### src/rtl/slice_reg_cfg_pkg.sv
// Shared definitions for the SLICE register configuration consumer:
// word layout, field enums, the unpacked word struct and the loader FSM states.
package slice_reg_cfg_pkg;

    localparam int CFG_W = 8;
    localparam int CNT_W = 4;

    localparam int SRMODE_BIT   = 7;
    localparam int GSR_BIT      = 6;
    localparam int LSRMODE1_BIT = 5;
    localparam int SEL1_BIT     = 4;
    localparam int REGSET1_BIT  = 3;
    localparam int LSRMODE0_BIT = 2;
    localparam int SEL0_BIT     = 1;
    localparam int REGSET0_BIT  = 0;

    typedef enum logic {SRMODE_LSR_OVER_CE = 1'b0, SRMODE_ASYNC = 1'b1} srmode_e;
    typedef enum logic {LSRMODE_LSR = 1'b0, LSRMODE_PRLD = 1'b1} lsrmode_e;
    typedef enum logic {SEL_DF = 1'b0, SEL_DL = 1'b1} sel_e;
    typedef enum logic {REGSET_RESET = 1'b0, REGSET_SET = 1'b1} regset_e;

    typedef struct packed {
        srmode_e  srmode;
        logic     gsr;
        lsrmode_e lsrmode1;
        sel_e     sel1;
        regset_e  regset1;
        lsrmode_e lsrmode0;
        sel_e     sel0;
        regset_e  regset0;
    } cfg_word_t;

    typedef enum logic {IDLE = 1'b0, SHIFT = 1'b1} state_e;

    // Field-by-field unpack keeps the bit positions in one place.
    function automatic cfg_word_t unpack_cfg(input logic [CFG_W-1:0] w);
        cfg_word_t c;
        c.srmode   = srmode_e'(w[SRMODE_BIT]);
        c.gsr      = w[GSR_BIT];
        c.lsrmode1 = lsrmode_e'(w[LSRMODE1_BIT]);
        c.sel1     = sel_e'(w[SEL1_BIT]);
        c.regset1  = regset_e'(w[REGSET1_BIT]);
        c.lsrmode0 = lsrmode_e'(w[LSRMODE0_BIT]);
        c.sel0     = sel_e'(w[SEL0_BIT]);
        c.regset0  = regset_e'(w[REGSET0_BIT]);
        return c;
    endfunction

endpackage

### src/rtl/slice_reg_bit.sv
// One slice register: GSR / LSR / CE priority next-state logic plus the
// combinational async-LSR output override. A commit edge loads the new REGSET.
module slice_reg_bit
    import slice_reg_cfg_pkg::*;
(
    input  logic     i_clk,
    input  logic     i_rst_n,
    input  logic     i_commit,
    input  regset_e  i_newRegset,
    input  regset_e  i_regset,
    input  sel_e     i_sel,
    input  lsrmode_e i_lsrmode,
    input  logic     i_gsrEn,
    input  srmode_e  i_srmode,
    input  logic     i_f,
    input  logic     i_m,
    input  logic     i_ce,
    input  logic     i_lsr,
    input  logic     i_gsrN,
    output logic     o_q
);

    logic r_q;
    logic w_lsrLoad;
    logic w_d;

    assign w_lsrLoad = (i_lsrmode == LSRMODE_PRLD) ? i_m : (i_regset == REGSET_SET);
    assign w_d       = (i_sel == SEL_DL) ? i_m : i_f;

    // LSR acts regardless of CE in both modes; async mode additionally bypasses the flop below.
    always_ff @(posedge i_clk or negedge i_rst_n) begin
        if (!i_rst_n) begin
            r_q <= 1'b0;
        end else if (i_commit) begin
            r_q <= (i_newRegset == REGSET_SET);
        end else if (i_gsrEn && !i_gsrN) begin
            r_q <= (i_regset == REGSET_SET);
        end else if (i_lsr) begin
            r_q <= w_lsrLoad;
        end else if (i_ce) begin
            r_q <= w_d;
        end
    end

    assign o_q = ((i_srmode == SRMODE_ASYNC) && i_lsr) ? w_lsrLoad : r_q;

endmodule

### src/rtl/slice_reg_cfg_apply.sv
// Serial loader for the 8-bit SLICE register config word: shifts into a shadow,
// commits atomically on a clean 8-bit burst, and drives the Q0/Q1 register pair.
module slice_reg_cfg_apply
    import slice_reg_cfg_pkg::*;
(
    input  logic CLK,
    input  logic RST_N,
    input  logic CFG_SEN,
    input  logic CFG_SDI,
    input  logic F0,
    input  logic F1,
    input  logic M0,
    input  logic M1,
    input  logic CE,
    input  logic LSR,
    input  logic GSR_N,
    output logic Q0,
    output logic Q1,
    output logic CFG_VALID,
    output logic CFG_ERR
);

    localparam logic [CNT_W-1:0] CNT_FULL = CNT_W'(CFG_W);
    localparam logic [CNT_W-1:0] CNT_SAT  = CNT_W'(CFG_W + 1);

    state_e           r_state;
    state_e           w_nextState;
    logic [CFG_W-1:0] r_shadow;
    logic [CNT_W-1:0] r_count;
    cfg_word_t        r_cfg;
    cfg_word_t        w_newCfg;
    logic             r_valid;
    logic             r_err;
    logic             w_commit;
    logic             w_abort;

    assign w_newCfg = unpack_cfg(r_shadow);

    always_ff @(posedge CLK or negedge RST_N) begin
        if (!RST_N) begin
            r_state <= IDLE;
        end else begin
            r_state <= w_nextState;
        end
    end

    // A burst ends when enable drops; only an exact 8-bit count commits.
    always_comb begin
        w_nextState = r_state;
        w_commit    = 1'b0;
        w_abort     = 1'b0;
        case (r_state)
            IDLE: begin
                if (CFG_SEN) begin
                    w_nextState = SHIFT;
                end
            end
            SHIFT: begin
                if (!CFG_SEN) begin
                    w_nextState = IDLE;
                    if (r_count == CNT_FULL) begin
                        w_commit = 1'b1;
                    end else begin
                        w_abort = 1'b1;
                    end
                end
            end
            default: w_nextState = IDLE;
        endcase
    end

    always_ff @(posedge CLK or negedge RST_N) begin
        if (!RST_N) begin
            r_shadow <= '0;
            r_count  <= '0;
            r_cfg    <= '0;
            r_valid  <= 1'b0;
            r_err    <= 1'b0;
        end else begin
            if (CFG_SEN) begin
                r_shadow <= {r_shadow[CFG_W-2:0], CFG_SDI};
                if (r_state == IDLE) begin
                    r_count <= CNT_W'(1);
                end else if (r_count != CNT_SAT) begin
                    r_count <= r_count + CNT_W'(1);
                end
            end else begin
                r_count <= '0;
            end
            if (w_commit) begin
                r_cfg   <= w_newCfg;
                r_valid <= 1'b1;
                r_err   <= 1'b0;
            end else if (w_abort) begin
                r_err   <= 1'b1;
            end
        end
    end

    slice_reg_bit u_reg0 (
        .i_clk       (CLK),
        .i_rst_n     (RST_N),
        .i_commit    (w_commit),
        .i_newRegset (w_newCfg.regset0),
        .i_regset    (r_cfg.regset0),
        .i_sel       (r_cfg.sel0),
        .i_lsrmode   (r_cfg.lsrmode0),
        .i_gsrEn     (r_cfg.gsr),
        .i_srmode    (r_cfg.srmode),
        .i_f         (F0),
        .i_m         (M0),
        .i_ce        (CE),
        .i_lsr       (LSR),
        .i_gsrN      (GSR_N),
        .o_q         (Q0)
    );

    slice_reg_bit u_reg1 (
        .i_clk       (CLK),
        .i_rst_n     (RST_N),
        .i_commit    (w_commit),
        .i_newRegset (w_newCfg.regset1),
        .i_regset    (r_cfg.regset1),
        .i_sel       (r_cfg.sel1),
        .i_lsrmode   (r_cfg.lsrmode1),
        .i_gsrEn     (r_cfg.gsr),
        .i_srmode    (r_cfg.srmode),
        .i_f         (F1),
        .i_m         (M1),
        .i_ce        (CE),
        .i_lsr       (LSR),
        .i_gsrN      (GSR_N),
        .o_q         (Q1)
    );

    assign CFG_VALID = r_valid;
    assign CFG_ERR   = r_err;

endmodule

### config.mk
export PLATFORM = sky130hd
export DESIGN_NAME = slice_reg_cfg_apply
export DESIGN_NICKNAME = d
export VERILOG_FILES = /design/src/rtl/slice_reg_cfg_pkg.sv /design/src/rtl/slice_reg_bit.sv /design/src/rtl/slice_reg_cfg_apply.sv
export SDC_FILE = /design/constraint.sdc
export NUM_CORES = 1
export LEC_CHECK = 0
export ABC_AREA = 1
export ABC_CLOCK_PERIOD_IN_PS = 1800
export CAP_MARGIN = 40
export CORE_ASPECT_RATIO = 0.6
export CORE_MARGIN = 5
export CORE_UTILIZATION = 50
export CTS_CLUSTER_DIAMETER = 120
export DETAILED_ROUTE_END_ITERATION = 12
export GPL_ROUTABILITY_DRIVEN = 0
export HOLD_SLACK_MARGIN = 0.06
export PLACE_DENSITY = 0.73
export SLEW_MARGIN = 20
export SYNTH_ARGS = -nofsm -noshare
export SYNTH_HDL_FRONTEND = slang
export SYNTH_SLANG_ARGS = --single-unit
### constraint.sdc
create_clock -name CLK -period 1.8 [get_ports CLK]
set_clock_uncertainty 0.1 [all_clocks]
set_input_delay 0.36 -clock CLK [delete_from_list [all_inputs] [get_ports CLK]]
set_output_delay 0.36 -clock CLK [all_outputs]
set_load 0.01 [all_outputs]
==> summary.txt, run 1 <==
Finish
  – Nets: 180
  – Area grow syn2layout: 21.06%
  – Layout cell share with drive strength beyond 1: 15.76%
  – Final std cells w/o fill: 195
  – Antenna Cells: 0

Timing
  – Max Freq: 596.8 MHz
  – Min Tclk post-route: 1676 ps
  – Worst-Margin Slew: 318.2 ps
  – Final hold viol count: 0
  – Setup TNS: 0 ps
  – Slew headroom: 78.79%
  – Max Transition Viols Final: 0
  – Setup WS post-layout: 124.5 ps
  – Final setup vio count: 0
  – Final worst-path cycle share: 93.08%
  – RSZ-0062 raised after global routing: false

Place
  – # placed instances: 191
  – HPWL after detailed placement: 1813 um
  – Port buffer count: 14
  – Pre-CTS worst setup slack: -366.8 ps

Worst setup path
  – Setup crit end kind: output port
  – Worst path required time: 1340 ps
  – Crit Path Max Fanout: 2
  – Crit Path Category: in2out
  – CP startpoint kind: primary input
  – Reg2reg end: u_reg1.r_q
  – R2r setup slk: 200 ps
  – Reg2reg start: r_count[0]
  – Reg2Reg Depth: 8
  – Critical path arrival: 1220 ps

Yosys
  – Synth top area share: 51.87%
  – Warnings from Yosys: 0
  – Syn nets: 157
  – Synth area leaders: dfrtp_1 52%, nand2_1 12%, o21ai_0 6.6%
  – Post-synthesis sequential area ratio: 51.87%
  – Most frequent cell after synthesis: nand2_1
  – Asr flop ratio synth: 100.0%
  – Most used DFF post-synth: dfrtp_1
  – Synthesized area: 1206 sq um
  – Leading cell types by count after synthesis: 39 x nand2_1, 25 x dfrtp_1, 18 x inv_1
  – EDFF count, synth: 0
  – Cell taking the most area after synthesis: dfrtp_1
  – Syn_area_per_cell: 8.435 sq um
  – Syn Inst Count: 143
  – #FFs+latches synth: 25
  – Unique masters post-synth: 21

GRT
  – GRT Util Overall: 15.65%
  – Initial antenna violation count: 0
  – Congestion Overflow GR: 0
  – Largest net degree at the start of global routing: 26
  – Global-route wire length before repair: 4119 um
  – Vias in the first global route: 902

Clock tree
  – Cts hold-fix bufs: 0
  – CTS Buf Count: 3
  – Clk_lat worst skew: 270 ps
  – Clk slew on worst S/H paths: 90 ps
  – Postcts setup bufs: 0
  – CTS tree: built
  – Clk sinks: 25
  – Clock tree buffer depth: 2
  – H-Tree Depth: 1
  – Root Driver: clkbuf_8

Detailed routing
  – Via density: 4.851
  – Iter 0 DRT Violations: 45
  – Routed metal-1 wire length: 1171 um
  – WL met3: 173 um
  – Routed wire length: 2359 um
  – First-pass DRT Iterations: 4
  – Via Count: 946
  – # DRC: 0
  – Uppermost routed layer: met4
  – DRT antenna net count: 0
  – Wire length on met2: 1005 um
  – Wire per inst: 12.10 um

Die
  – Starting Density: 54.13%
  – Die Height: 48.05 um
  – DIE WIDTH: 73.41 um
  – Die area: 3527 sq um
  – Top-level I/O count: 15
  – Core footprint: 2228 sq um
  – FP Rows: 13

Power
  – Pleak: 0.7044 nW
  – VDD IR max: 0.5356 mV
  – P per Cell Area: 737.0 nW/um^2

Run status
  – Status: complete, no violations

Worst hold path
  – Worst Hold Class: in2async

Job
  – Max cap viols: 0
## cell families after synthesis
group,after synthesis,synth area share [%]
AO/OA/AOI/OAI,22,9.959
XOR/XNOR,1,0.7263
adder cells (fa/ha/maj),3,3.112
buffers and inverters,22,8.091
flip-flops,25,51.87
AND/OR/NAND/NOR,70,26.25
## worst max path at each step
| stage | start | end | slack [ps] |
|---|---|---|---|
| after global routing | r_count[0] | u_reg0.r_q | 60 |
| after floorplan | r_count[0] | r_cfg[2] | 440 |
| after global placement | M0 | Q0 | -340 |
| final | M1 | Q1 | 120 |
| after detailed placement | LSR | Q1 | -370 |
| after CTS | LSR | Q1 | -7 |
## sequential cells by signal, summed over array words and instances, names as in the netlist
register    count
u_reg0.r_q      1
r_cfg           8
r_count         4
r_state         1
r_shadow        8
u_reg1.r_q      1
CFG_VALID       1
CFG_ERR         1
## routing by layer
layer	vias to the layer above	global-route usage, %
met4	0	2.166
met3	2	4.403
li1	490	-
met1	428	21.83
met2	26	25.40
met5	-	0
## cell type report
class,count,area [sq um]
repair buffers,20,187.7
flip-flops and latches,25,625.6
inverters,20,75.07
clock inverters,1,7.507
fillers,179,768.2
multi-input cells,96,485.5
clock buffers,3,41.29
well taps,30,37.54
## power by group
| part | internal (W) | switching [W] |
|---|---|---|
| Sequential | 0.000594 | 0.0000251 |
| Clock | 0.000157 | 0.000172 |
| Combinational | 0.0000584 | 0.0000700 |
## through the flow
stage	total power (W)	instance area, sq um	hold WS [ps]	util [%]
final	0.001076	1460	342.2	65.53
after global routing	0.001129	1460	378.4	65.53
after detailed placement	0.0007613	1419	367.5	63.67
after global placement	0.0007544	1419	350.3	63.67
after floorplan	0.0006899	1206	-35.59	-
after CTS	0.001094	1470	351.1	65.97
## critical path: stages
cell             delay [ps]
clkdlybuf4s50_1         480
o21ai_1                  90
o21ai_1                 140
buf_2                   150
## cells in the final DEF, fill, tap and decap left out
master,count
o21ai_0,12
clkdlybuf4s50_1,12
inv_1,18
and2_1,1
a21oi_1,1
nand2_4,1
nor2_2,1
o21ai_1,6
nand3_1,9
nand2_2,4
dfrtp_1,25
buf_4,5
xnor2_1,1
nor2_4,1
buf_12,1
nand2_1,38
nand3_2,2
o211ai_1,1
ha_1,3
nor2_1,12
buf_2,2
o21ai_2,2
or2_2,1
inv_2,2
clkbuf_8,3
clkinvlp_4,1
## what timing repair did
action / CTS / global route
pin swaps: 0 / 2
endpoints found under the setup margin: 2 / 2
gates resized for setup: 9 / 4
(Power assumes the default switching activity.)
==> run 2: changes to the inputs <==
PLACE_DENSITY = unset   (was 0.73)
PLACE_DENSITY_LB_ADDON = 0.2   (was unset)
==> run 2 against run 1 <==
Net effect:
- via count down 0.42%
- largest cell class unchanged
- combinational power about the same
- first-iteration DRC count down 8.9%
==> summary.txt, run 2 (synthesized netlist as in run 1, its figures left out) <==
Clock tree
  – Clk_lat worst skew: 270 ps
  – CTS Buf Count: 3
  – H-Tree Depth: 1
  – Clk sinks: 25
  – Clock tree buffer depth: 2
  – Root Driver: clkbuf_8
  – CTS tree: built
  – Clk slew on worst S/H paths: 90 ps

GRT
  – Global-route wire length before repair: 4188 um
  – Largest net degree at the start of global routing: 26
  – Congestion Overflow GR: 0
  – Initial antenna violation count: 0
  – Vias in the first global route: 906
  – GRT Util Overall: 15.81%

Die
  – Starting Density: 54.13%
  – FP Rows: 13
  – Die area: 3527 sq um
  – DIE WIDTH: 73.41 um
  – Die Height: 48.05 um
  – Top-level I/O count: 15
  – Core footprint: 2228 sq um

Timing
  – Max Freq: 601.8 MHz
  – Final worst-path cycle share: 92.32%
  – Worst-Margin Slew: 325.2 ps
  – Final hold viol count: 0
  – Slew headroom: 78.32%
  – Final setup vio count: 0
  – Min Tclk post-route: 1662 ps
  – Max Transition Viols Final: 0
  – Setup WS post-layout: 138.3 ps
  – Setup TNS: 0 ps
  – RSZ-0062 raised after global routing: false

Worst setup path
  – Largest stage delay, worst path: 430 ps
  – Crit Path Max Fanout: 10
  – Critical path arrival: 1700 ps
  – Crit path cell chain: inv_1 > ha_1 > nand3_1 > nor2_4 > buf_4 > o21ai_0
  – CP max stage cell: dfrtp_1
  – Crit Path Category: reg2reg
  – Setup crit end kind: flip-flop
  – Worst path required time: 1840 ps
  – CP startpoint kind: flip-flop

Power
  – VDD IR max: 0.4528 mV
  – Pleak: 0.7042 nW
  – P per Cell Area: 740.2 nW/um^2

Finish
  – Area grow syn2layout: 20.02%
  – Leading cell type in the layout, fill and taps excluded: nand2_1
  – Antenna Cells: 0
  – Commonest non-fill, non-tap cells in the layout: 38 x nand2_1, 25 x dfrtp_1, 18 x inv_1
  – Layout cell share with drive strength beyond 1: 15.76%
  – Nets: 180
  – Biggest regs: r_cfg (8), r_shadow (8), r_count (4)

Detailed routing
  – Via Count: 942
  – Iter 0 DRT Violations: 41
  – Wire per inst: 12.34 um
  – DRT antenna net count: 0
  – # DRC: 0
  – Routed wire length: 2406 um
  – First-pass DRT Iterations: 4
  – Via density: 4.831

Place
  – Port buffer count: 14
  – Pre-CTS worst setup slack: -369.9 ps
  – HPWL after detailed placement: 1873 um

Worst hold path
  – Worst Hold Class: in2async

Run status
  – Status: complete, no violations

Job
  – Max cap viols: 0
## run 2: final cells by class
| cell class | instances | area [sq um] |
|---|---|---|
| clock buffer | 4 | 45.04 |
| timing repair buffer | 20 | 175.2 |
| sequential | 25 | 625.6 |
| fill | 184 | 780.7 |
| inverter | 20 | 75.07 |
| multi-input combinational | 96 | 489.2 |
| tap | 30 | 37.54 |
## run 2: worst max-delay path, delay by kind of cell, from the launching register on
| family | cells | cell delay (ps) |
|---|---|---|
| fa+ha+maj | 1 | 210 |
| compound gates | 1 | 90 |
| flops | 1 | 430 |
| buf+inv | 2 | 330 |
| simple gates | 2 | 380 |
## run 2: worst paths after layout
path                                 start     endpoint  slack [ps]  cells after the start
worst max-delay path            r_count[0]     r_cfg[2]         140                      6
worst min-delay path                 RST_N   r_count[1]         340                      2
worst max register to register  r_count[0]     r_cfg[2]         140                      6
worst min register to register   CFG_VALID    CFG_VALID         390                      1
max in group asynchronous            RST_N  r_shadow[3]        1000                      2
min in group CLK                 CFG_VALID    CFG_VALID         390                      1
## run 2: timing repair
item                                    CTS  global route
hold buffers                              0             0
setup buffers                             0             0
gates resized for setup                   7             7
endpoints found under the setup margin    2             2
pin swaps                                 0             1
## run 2: stage by stage
stage / hold WS [ps] / total power [W] / util [%] / instances / area [sq um]
2_1_floorplan: -35.59 / 0.0006899 / - / 143 / 1206
3_3_place_gp: 350.9 / 0.0007539 / 63.11 / 191 / 1406
3_5_place_dp: 371.9 / 0.0007621 / 63.11 / 191 / 1406
4_1_cts: 357.1 / 0.001081 / 65.24 / 195 / 1454
5_1_grt: 385.5 / 0.001123 / 64.96 / 195 / 1448
6_report: 344.3 / 0.001072 / 64.96 / 195 / 1448
## run 2: power by group
part           switching [W]  internal [W]
Combinational      0.0000680     0.0000585
Clock               0.000166      0.000158
Sequential         0.0000268      0.000594
Total               0.000261      0.000811
## run 2: layer usage
metal | vias to the layer above | share of wire (%) | GRT usage, %
li1 | 488 | - | -
met1 | 436 | 51 | 21.52
met2 | 18 | 44 | 26.29
met3 | 0 | 4.8 | 4.612
met4 | 0 | 0 | 2.166
met5 | - | 0 | 0
==> run 3: changes to the inputs <==
ABC_CLOCK_PERIOD_IN_PS = 1700   (was 1800)
clock period = 1.7 ns   (was 1.8 ns; I/O delays follow)
==> run 3 against run 2 <==
Net effect:
- die area is the same
- global-route usage fell by 0.46 points
- critical endpoint is now Q0
- largest power group unchanged
- highest routed layer is now met4
- non-clock buffer count grew 8
==> summary.txt, run 3 (synthesized netlist as in run 1, its figures left out) <==
Place
  – Port buffer count: 14
  – HPWL after detailed placement: 1807 um
  – # placed instances: 196
  – Pre-CTS worst setup slack: -437.5 ps

Worst setup path
  – CP bufs+invs: 2
  – Crit path max-delay family: buffers and inverters
  – Crit path cell chain: clkdlybuf4s50_1 > nand2_2 > o21ai_1 > buf_2
  – Largest stage delay, worst path: 500 ps
  – Crit Path Category: in2out
  – Crit Path Max Fanout: 4
  – Crit path depth: 4
  – Reg2reg end: CFG_VALID
  – Setup crit end kind: output port
  – Worst path required time: 1260 ps
  – Reg2reg start: r_count[0]
  – Reg2Reg Depth: 6
  – Critical Path End: Q0
  – R2r setup slk: 110 ps
  – Critical path arrival: 1200 ps
  – CP max stage cell: clkdlybuf4s50_1
  – CP startpoint kind: primary input
  – Critical path origin: LSR

Finish
  – Final std cells w/o fill: 204
  – Filler cells: 165
  – Antenna Cells: 0
  – Leading cell type in the layout, fill and taps excluded: nand2_1
  – Sequential standard cell area: 625.6 sq um
  – Area of the multi-input gates: 500.5 sq um
  – Nets: 189
  – Layout cell share with drive strength beyond 1: 20.69%
  – Area grow syn2layout: 25.93%
  – Commonest non-fill, non-tap cells in the layout: 38 x nand2_1, 25 x dfrtp_1, 18 x inv_1
  – Biggest regs: r_cfg (8), r_shadow (8), r_count (4)

Detailed routing
  – First-pass DRT Iterations: 4
  – DRT antenna net count: 0
  – Via density: 4.887
  – Routed wire length: 2487 um
  – Wire per inst: 12.19 um
  – Via Count: 997
  – # DRC: 0
  – Iter 0 DRT Violations: 66

Power
  – Design Power: 0.001138 W
  – Switch share: 24.45%
  – Clock share of power: 30.2%
  – Pleak: 0.7467 nW
  – Internal: 0.0008600 W
  – Comb pwr share: 12.0%
  – VDD IR max: 0.4324 mV
  – P per Cell Area: 749.4 nW/um^2
  – Sequential Power Share: 57.8%
  – Switching Power: 0.0002783 W

Clock tree
  – Clock tree buffer depth: 2
  – H-Tree Depth: 1
  – Root Driver: clkbuf_8
  – Cts hold-fix bufs: 0
  – Clk slew on worst S/H paths: 90 ps
  – Clk_lat worst skew: 270 ps
  – Clk sinks: 25
  – CTS Buf Count: 3
  – CTS tree: built

Timing
  – Max Freq: 608.7 MHz
  – Slew headroom: 79.08%
  – Final worst-path cycle share: 96.64%
  – Max Transition Viols Final: 0
  – Final hold viol count: 0
  – Setup TNS: 0 ps
  – Minimum hold slack: 321.8 ps
  – RSZ-0062 raised after global routing: false
  – Min Tclk post-route: 1643 ps
  – Final setup vio count: 0
  – Worst-Margin Slew: 313.8 ps
  – Setup WS post-layout: 57.18 ps

GRT
  – Initial antenna violation count: 0
  – Global-route wire length before repair: 4064 um
  – Congestion Overflow GR: 0
  – Vias in the first global route: 949
  – GRT Util Overall: 15.35%
  – Largest net degree at the start of global routing: 26

Die
  – FP Rows: 13
  – Core footprint: 2228 sq um
  – Die area: 3527 sq um
  – Die Height: 48.05 um
  – Top-level I/O count: 15
  – Starting Density: 54.13%
  – DIE WIDTH: 73.41 um

Job
  – Max cap viols: 0

Run status
  – Status: complete, no violations

Worst hold path
  – Worst Hold Class: in2async
-- run 3: cell types whose count changed in the layout (fill, tap and decap cells not counted), sizes merged --
cell  delta
buf      +8
nor2     +1
-- run 3: repair_timing --
action | in CTS | in global routing
gates resized for setup | 13 | 2
setup endpoints to repair | 2 | 7
setup buffers | 0 | 3
pin swaps | 1 | 2
cloned | 0 | 1
-- run 3: metrics by stage --
stage / util (%) / area, sq um
detailed placement: 64.80 / 1444
finish: 68.16 / 1519
CTS: 66.48 / 1481
floorplan: - / 1206
global route: 68.16 / 1519
global placement: 64.80 / 1444
-- run 3: worst min-delay path by stage --
stage | start | end | cells past startpoint
6_report | RST_N | r_count[1] | 2
3_5_place_dp | CFG_VALID | CFG_VALID | 1
2_1_floorplan | RST_N | CFG_ERR | 0
3_3_place_gp | CFG_VALID | CFG_VALID | 1
5_1_grt | RST_N | r_count[0] | 2
4_1_cts | RST_N | r_count[1] | 2
-- run 3: metal layers --
layer  vias to the layer above  global-route usage, %  share of wire, %  wire [um]
met5                         -                      0                 0          0
met4                         0                  2.888               1.0         25
met3                         4                  5.241               4.8        119
met2                        20                  25.58                42       1048
met1                       464                  20.05                52       1294
li1                        509                      -                 -          -
-- run 3: final cells by class --
class                      count  area share [%]
sequential                    25           41.19
multi-input combinational     97           32.95
timing repair buffer          28           15.49
inverter                      20           4.942
clock buffer                   4           2.965
tap                           30           2.471
-- run 3: power by group through the flow --
stage	Combinational (W)	Clock (W)	Sequential, W
detailed placement	0.000140	0	0.000669
CTS	0.000136	0.000350	0.000657
finish	0.000137	0.000344	0.000658
global route	0.000157	0.000374	0.000661
global placement	0.000136	0	0.000665
floorplan	0.0000704	0	0.000660
